### src/rtl/cpu_run_ctrl.sv
// Run-control for the 5-stage pipeline: post-reset warm-up, HLT acceptance and drain,
// and saturating cycle / retired-instruction counters.
module cpu_run_ctrl #(
    parameter int RST_HOLD     = 2,
    parameter int DRAIN_CYCLES = 3,
    parameter int CNT_W        = 16
) (
    input  logic             clk,
    input  logic             rst,
    input  logic             hlt_id,
    input  logic             stall,
    input  logic             flush,
    input  logic             wb_valid,
    output logic             pc_freeze,
    output logic             running,
    output logic             hlt,
    output logic [CNT_W-1:0] cycle_cnt,
    output logic [CNT_W-1:0] instr_cnt
);

    typedef enum logic [1:0] {
        ST_INIT   = 2'd0,
        ST_RUN    = 2'd1,
        ST_DRAIN  = 2'd2,
        ST_HALTED = 2'd3
    } state_t;

    localparam logic [3:0]       HOLD_LAST  = 4'(RST_HOLD - 1);
    localparam logic [3:0]       DRAIN_INIT = 4'(DRAIN_CYCLES);
    localparam logic [CNT_W-1:0] CNT_ONE    = CNT_W'(1);

    state_t     state_q, state_d;
    logic [3:0] hold_q, hold_d;
    logic [3:0] drain_q, drain_d;
    logic       pc_freeze_q, running_q, hlt_q;

    always_comb begin
        state_d = state_q;
        hold_d  = hold_q;
        drain_d = drain_q;
        case (state_q)
            ST_INIT: begin
                if (hold_q == HOLD_LAST) begin
                    state_d = ST_RUN;
                end else begin
                    hold_d = hold_q + 4'd1;
                end
            end
            ST_RUN: begin
                // A flushed HLT is a squashed instruction; a stalled one is retried next cycle.
                if (hlt_id && !stall && !flush) begin
                    state_d = ST_DRAIN;
                    drain_d = DRAIN_INIT;
                end
            end
            ST_DRAIN: begin
                if (!stall) begin
                    if (drain_q <= 4'd1) begin
                        state_d = ST_HALTED;
                    end else begin
                        drain_d = drain_q - 4'd1;
                    end
                end
            end
            ST_HALTED: begin
                state_d = ST_HALTED;
            end
            default: begin
                state_d = ST_HALTED;
            end
        endcase
    end

    // Outputs are registered from the next state so they line up with state_q.
    always_ff @(posedge clk or posedge rst) begin
        if (rst) begin
            state_q     <= ST_INIT;
            hold_q      <= 4'd0;
            drain_q     <= 4'd0;
            pc_freeze_q <= 1'b1;
            running_q   <= 1'b0;
            hlt_q       <= 1'b0;
        end else begin
            state_q     <= state_d;
            hold_q      <= hold_d;
            drain_q     <= drain_d;
            pc_freeze_q <= (state_d != ST_RUN);
            running_q   <= (state_d == ST_RUN);
            hlt_q       <= (state_d == ST_HALTED);
        end
    end

    logic       count_en;
    logic [1:0] cnt_inc;

    assign count_en   = (state_q == ST_RUN) || (state_q == ST_DRAIN);
    assign cnt_inc[0] = count_en;
    assign cnt_inc[1] = count_en && wb_valid;

    // Index 0 counts active cycles, index 1 counts retirements.
    for (genvar gi = 0; gi < 2; gi++) begin : g_cnt
        logic [CNT_W-1:0] cnt_q, cnt_d;

        always_comb begin
            cnt_d = cnt_q;
            if (cnt_inc[gi] && (cnt_q != {CNT_W{1'b1}})) begin
                cnt_d = cnt_q + CNT_ONE;
            end
        end

        always_ff @(posedge clk or posedge rst) begin
            if (rst) begin
                cnt_q <= '0;
            end else begin
                cnt_q <= cnt_d;
            end
        end
    end

    assign pc_freeze = pc_freeze_q;
    assign running   = running_q;
    assign hlt       = hlt_q;
    assign cycle_cnt = g_cnt[0].cnt_q;
    assign instr_cnt = g_cnt[1].cnt_q;

endmodule

### config.mk
export PLATFORM = sky130hd
export DESIGN_NAME = cpu_run_ctrl
export DESIGN_NICKNAME = d
export VERILOG_FILES = /design/src/rtl/cpu_run_ctrl.sv
export SDC_FILE = /design/constraint.sdc
export NUM_CORES = 1
export LEC_CHECK = 0
export BUFFER_PORTS_ARGS = -buffer_cell sky130_fd_sc_hd__clkbuf_2
export CORE_UTILIZATION = 41
export DETAILED_ROUTE_END_ITERATION = 7
export GPL_ROUTABILITY_DRIVEN = 0
export GPL_TIMING_DRIVEN = 0
export PLACE_DENSITY = 0.57
export SLEW_MARGIN = 5
export SYNTH_ARGS = -nofsm -noshare
export SYNTH_HDL_FRONTEND = slang
export SYNTH_SLANG_ARGS = --single-unit
export TNS_END_PERCENT = 10
### constraint.sdc
create_clock -name clk -period 3.94 [get_ports clk]
set_input_delay 0.197 -clock clk [delete_from_list [all_inputs] [get_ports clk]]
set_output_delay 0.197 -clock clk [all_outputs]
set_load 0.01 [all_outputs]
==> results of run 1 <==
[flip-flops by register name, summed over array words and instances (netlist names)]
signal / flops
cycle_cnt: 16
instr_cnt: 16
drain_q: 4
state_q: 2
pc_freeze: 1
hlt: 1
running: 1
hold_q: 4
[final cells by class]
| type | instances | area [um^2] |
|---|---|---|
| Timing Repair Buffer | 42 | 230 |
| Clock buffer | 8 | 80.1 |
| Multi-Input combinational cell | 158 | 1200 |
| Buffer | 1 | 3.75 |
| Sequential cell | 45 | 1130 |
| Inverter | 13 | 48.8 |
| Tap cell | 72 | 90.1 |
| Fill cell | 536 | 2760 |
[placed cells by master, fill, tap and decap left out, types with 3 or more instances in the layout]
cell type,synthesis,routed
clkbuf_8,0,5
o21a_1,4,4
nor2b_1,3,3
clkbuf_1,1,4
nand3_1,6,6
dfrtp_1,44,44
nor4_1,9,9
nand2_1,16,16
a311oi_1,3,3
inv_1,13,12
nor3b_1,5,5
xnor2_1,10,10
nand4_1,9,9
xor2_1,21,21
clkbuf_2,0,40
nor2_1,10,10
and3_1,5,5
ha_1,11,11
nor3_1,5,5
o21ai_0,5,5
[worst min-delay path by stage]
stage                          startpoint  slack [ns]                  endpoint
CTS                                 stall        0.33    drain_q[0]$_DFFE_PP0P_
finish                              stall        0.34    drain_q[0]$_DFFE_PP0P_
global placement    hold_q[3]$_DFFE_PP0P_        0.47     hold_q[3]$_DFFE_PP0P_
detailed placement                    rst        0.13  instr_cnt[1]$_DFFE_PP0P_
global route                        stall        0.37    drain_q[1]$_DFFE_PP0P_
floorplan           hold_q[3]$_DFFE_PP0P_        0.45     hold_q[3]$_DFFE_PP0P_
[worst register-to-register path, cell delays in order (launching register included)]
cell	delay, ns
dfrtp_1	0.41
inv_1	0.10
ha_1	0.43
nand4_1	0.13
nor4_1	0.50
o311ai_0	0.28
xnor2_1	0.18
[kinds of logic after synthesis]
kind of cell | count (synthesis) | share of synthesized area, %
and+or+nand+nor | 85 | 22.7
DFF | 45 | 47.4
xor gates and xnor gates | 31 | 11.4
AOI/OAI and AO/OA | 28 | 8.84
buffers and inverters | 14 | 2.21
adders and majority gates | 11 | 5.79
muxes | 3 | 1.58
[routing by layer]
metal / GRT usage [%] / wire, um
met1: 22.1 / 2340
met2: 23.1 / 1970
met3: 3.95 / 131
met4: 6.85 / 74
met5: 0 / 0
[per-stage QoR]
step           utilization [%]  power (W)  instance area (um^2)
2_1_floorplan                -    0.00102                  2380
3_3_place_gp              48.1    0.00118                  2670
3_5_place_dp              48.5    0.00119                  2690
4_1_cts                   50.1    0.00147                  2780
5_1_grt                   50.1    0.00156                  2780
6_report                  50.1    0.00145                  2780
[where the power goes]
group | leakage, nW | internal, W | switching (W)
combinational | 0.745 | 0.000227 | 0.000259
sequential | 0.574 | 0.000562 | 0.000127
clock | 0.0395 | 0.000126 | 0.000152
total | 1.36 | 0.000916 | 0.000538
==> results_dict.tcl, run 1 <==
set metrics [dict create \
    synth.cells.most_frequent "dfrtp_1 (44), xor2_1 (21), nand2_1 (16), inv_1 (13), ha_1 (11)" \
    postCtsSetupBuffers 0 \
    drt_iter0_markers 42 \
    endpoint "instr_cnt[13]$_DFFE_PP0P_" \
    outcome "complete, no violations" \
    placementRows 27 \
    syn_inst 217 \
    finalNetCount 283 \
    drive_above_1_share_pct 23.2 \
    drc 0 \
    final-max-slew-violation-count 0 \
    synthFlopType "dfrtp_1" \
    clk_pin_slew_ns 0.08 \
    overflow 0 \
    routedWlPerCell_um 13.3 \
    hold_depth 4 \
    p_leak_nw 1.36 \
    setup.worst_path.start "state_q[0]$_DFF_PP0_" \
    port_buffers 40 \
    antenna-diode-count 0 \
    cts_resized 0 \
    grtUsageTotal_pct 15.8 \
    max_freq_mhz 467 \
    regToRegSetupSlack_ns 1.80 \
    antenna_found_initial 0 \
    cp_top_family "simple AND/OR/NAND/NOR gates" \
    die_area_mm2 0.00611 \
    crit_type "reg2reg" \
    slowest_delay_ns 0.50 \
    hold_slack_ns 0.341 \
    synth_most_common_cell "dfrtp_1" \
    max-clock-path-buffers 2 \
    netlist_top_cells_area "dfrtp_1 (46%), xor2_1 (7.7%), ha_1 (5.8%)" \
    htree_levels 2 \
    path_cells "inv_1 > ha_1 > nand4_1 > nor4_1 > o311ai_0 > xnor2_1" \
    clk_latency_ns 0.29 \
    final_cells 339 \
    grt_pass1_vias 1617 \
    pre_cts_ws_ns 1.81 \
    maxSlewHeadroom_pct 65.2 \
    period_minus_slack_ns 2.14 \
    worstMarginPinSlew_ns 0.518 \
    grt_pass1_wl_um 7580 \
    synth_area_mm2 0.00238 \
    critPathBufInv 1 \
    irDropWorstVdd_mv 0.207 \
    finClkSkew_ns 0.00648 \
    reg2reg_from "state_q[0]$_DFF_PP0_" \
    synth_nets 234 \
    async_reset_ff_share_pct 100 \
    maxCapViolCount 0 \
    ioPinCount 41 \
    seq_area_frac_synth_pct 47.4 \
    cts_tree "done" \
    dp_hpwl_um 3270 \
    finalSetupViolCount 0 \
    rsz0062_at_grt "no" \
    initial_core_util_pct 42.9 \
    synth-edff-count 0 \
    numCtsBuffers 5 \
    clock-root-buffer "clkbuf_8" \
    netlist.top_cell.by_area "dfrtp_1" \
    cp.depth 6 \
    vias 1783 \
    tns_ns 0 \
    hold_buffers 1 \
    wl_um 4510 \
    setup_slack_ns 1.80 \
    ys_seq_elements 45 \
    dp.cells 330 \
    drtAntennaViolNets 0 \
    reg2regPathDepth 6 \
    cp_max_fo 7 \
    viasPerCell 5.26 \
    area.growth.synth_to_final_pct 16.8 \
    yosysWarningCount 0 \
    postSynthAreaPerCell_um2 11.0 \
    slowest_stage "nor4_1" \
    rr_endpoint "instr_cnt[13]$_DFFE_PP0P_" \
    die_w_um 78.1 \
    synth_cell_types 47 \
    grt_max_degree 37 \
    cp.arrival_ns 2.31 \
    endpoint_kind "flop" \
    core_area_mm2 0.00554 \
    hp-class "in2reg" \
    hold_violations 0 \
    cp-start-kind "flop" \
    p_per_area_mw_per_mm2 523 \
    dr.pass1.iters 4 \
    clkSinkCount 45 \
    crit_required_ns 4.11 \
    die_h_um 78.1 \
    period_share_pct 54.3 \
    synth_top_area_share_pct 46.3 \
]
Power figures use the tool's default switching activity.
==> inputs of run 2 (changes only) <==
Clock period 3.94 ns to 2 ns, I/O delays scaled along.
==> run 2 against run 1 <==
Clock skew up 0.0018 ns. Sequential share of layout area down 0.82 points. Final cell count up 0.29%. Wire length up 3.2%. Clock power up 97%. Combinational power up 110%. Setup slack worse by 1.7 ns. Worst hold slack worse by 0.096 ns. Highest routed layer unchanged.
==> results_dict.tcl, run 2 (same netlist as run 1, synthesis figures left out) <==
set metrics [dict create \
    grt_pass1_wl_um 7600 \
    clk_latency_ns 0.29 \
    htree_levels 2 \
    grt_pass1_vias 1620 \
    dp.cells 330 \
    cp-start-kind "flop" \
    overflow 0 \
    viasPerCell 5.21 \
    maxCapViolCount 0 \
    drt_iter0_markers 29 \
    worstMarginPinSlew_ns 0.646 \
    seqPwrFrac_pct 46.4 \
    clock-root-buffer "clkbuf_8" \
    crit_required_ns 2.22 \
    crit_type "reg2reg" \
    period_minus_slack_ns 1.87 \
    drive_above_1_share_pct 25.4 \
    cp.arrival_ns 2.09 \
    p_switching_w 0.00108 \
    outcome "complete, no violations" \
    slowest_stage "dfrtp_1" \
    initial_core_util_pct 42.9 \
    place_area_mm2 0.00269 \
    final-max-slew-violation-count 0 \
    max_freq_mhz 534 \
    finalSetupViolCount 0 \
    finalPower_w 0.00292 \
    p_leak_nw 1.40 \
    die_w_um 78.1 \
    dr.pass1.iters 4 \
    p_int_w 0.00184 \
    p_sw_share_pct 37.0 \
    antenna-diode-count 0 \
    ioPinCount 41 \
    cp_top_family "simple AND/OR/NAND/NOR gates" \
    core_area_mm2 0.00554 \
    dp_hpwl_um 3270 \
    maxSlewHeadroom_pct 56.6 \
    vias 1770 \
    area.growth.synth_to_final_pct 19.3 \
    hp-class "in2reg" \
    clkSinkCount 45 \
    max-clock-path-buffers 2 \
    p_comb_share_pct 34.9 \
    finalNetCount 284 \
    die_h_um 78.1 \
    period_share_pct 93.6 \
    wl_um 4660 \
    finClkSkew_ns 0.00832 \
    port_buffers 40 \
    grt_max_degree 37 \
    die_area_mm2 0.00611 \
    drc 0 \
    cp_max_fo 7 \
    irDropWorstVdd_mv 0.430 \
    postLayoutCellArea_mm2 0.00284 \
    hold_violations 0 \
    p_per_area_mw_per_mm2 1030 \
    final_cells 340 \
    cts_tree "done" \
    path_cells "inv_1 > ha_4 > nand4_1 > or2_0 > clkbuf_2 > nor4b_2 > xor2_1" \
    final_cell_mix "dfrtp_1 (44), clkbuf_2 (41), xor2_1 (21)" \
    clk_pin_slew_ns 0.08 \
    tns_ns 0 \
    regToRegSetupSlack_ns 0.13 \
    placementRows 27 \
    endpoint_kind "flop" \
    drtAntennaViolNets 0 \
    numCtsBuffers 5 \
    routedWlPerCell_um 13.7 \
    antenna_found_initial 0 \
    layout.cells.most_common "dfrtp_1" \
    clkPwrFrac_pct 18.7 \
    critPathBufInv 2 \
    grtUsageTotal_pct 15.8 \
    slowest_delay_ns 0.40 \
    rsz0062_at_grt "no" \
]
-- run 2: per-stage QoR --
stage	utilization, %	setup WS, ns	hold WS [ns]
6_report	51.2	0.128	0.244
3_5_place_dp	48.5	-0.128	0.0283
3_3_place_gp	48.1	-0.103	0.467
5_1_grt	51.2	0.0337	0.269
4_1_cts	50.3	-0.00987	0.238
2_1_floorplan	-	0.245	0.352
-- run 2: final timing paths --
check,from,end,depth (start not counted)
worst max-delay path,state_q[1]$_DFF_PP0_,cycle_cnt[11]$_DFFE_PP0P_,7
worst min-delay path,stall,drain_q[0]$_DFFE_PP0P_,4
worst max register to register,state_q[1]$_DFF_PP0_,cycle_cnt[11]$_DFFE_PP0P_,7
worst min register to register,hold_q[3]$_DFFE_PP0P_,hold_q[3]$_DFFE_PP0P_,1
max in group asynchronous,rst,pc_freeze$_DFF_PP1_,4
min in group asynchronous,rst,instr_cnt[1]$_DFFE_PP0P_,3
-- run 2: timing repair --
action / in CTS / in global routing
pin swaps: 0 / 1
setup endpoints to repair: 6 / 13
endpoints found under the hold margin: 20 / 0
resized for setup: 2 / 7
hold buffers: 1 / 0
buffers inserted: 0 / 1
-- run 2: tightest hold or removal path, cell delays in order --
cell	delay, ns
clkbuf_2	0.13
a21oi_1	0.07
nand4_1	0.09
o21a_1	0.11
-- run 2: layout make-up --
class	count	area [um^2]
inverter	13	48.8
multi-input combinational	158	1250
fill	534	2710
timing repair buffer	43	238
sequential	45	1130
buffer	1	5.00
clock buffer	8	80.1
tap	72	90.1
-- run 2: power by group through the flow --
stage	combinational, W	clock, W	sequential, W
3_5_place_dp	0.000968	0	0.00137
6_report	0.00102	0.000547	0.00136
5_1_grt	0.00114	0.000607	0.00139
2_1_floorplan	0.000603	0	0.00140
3_3_place_gp	0.000938	0	0.00138
4_1_cts	0.000982	0.000569	0.00136
-- run 2: layer usage --
metal	vias up	wire (um)	GRT usage [%]
met2	24	2100	23.3
met4	0	64	6.48
met3	6	123	3.84
met5	-	0	0
met1	852	2370	22.2
li1	888	-	-
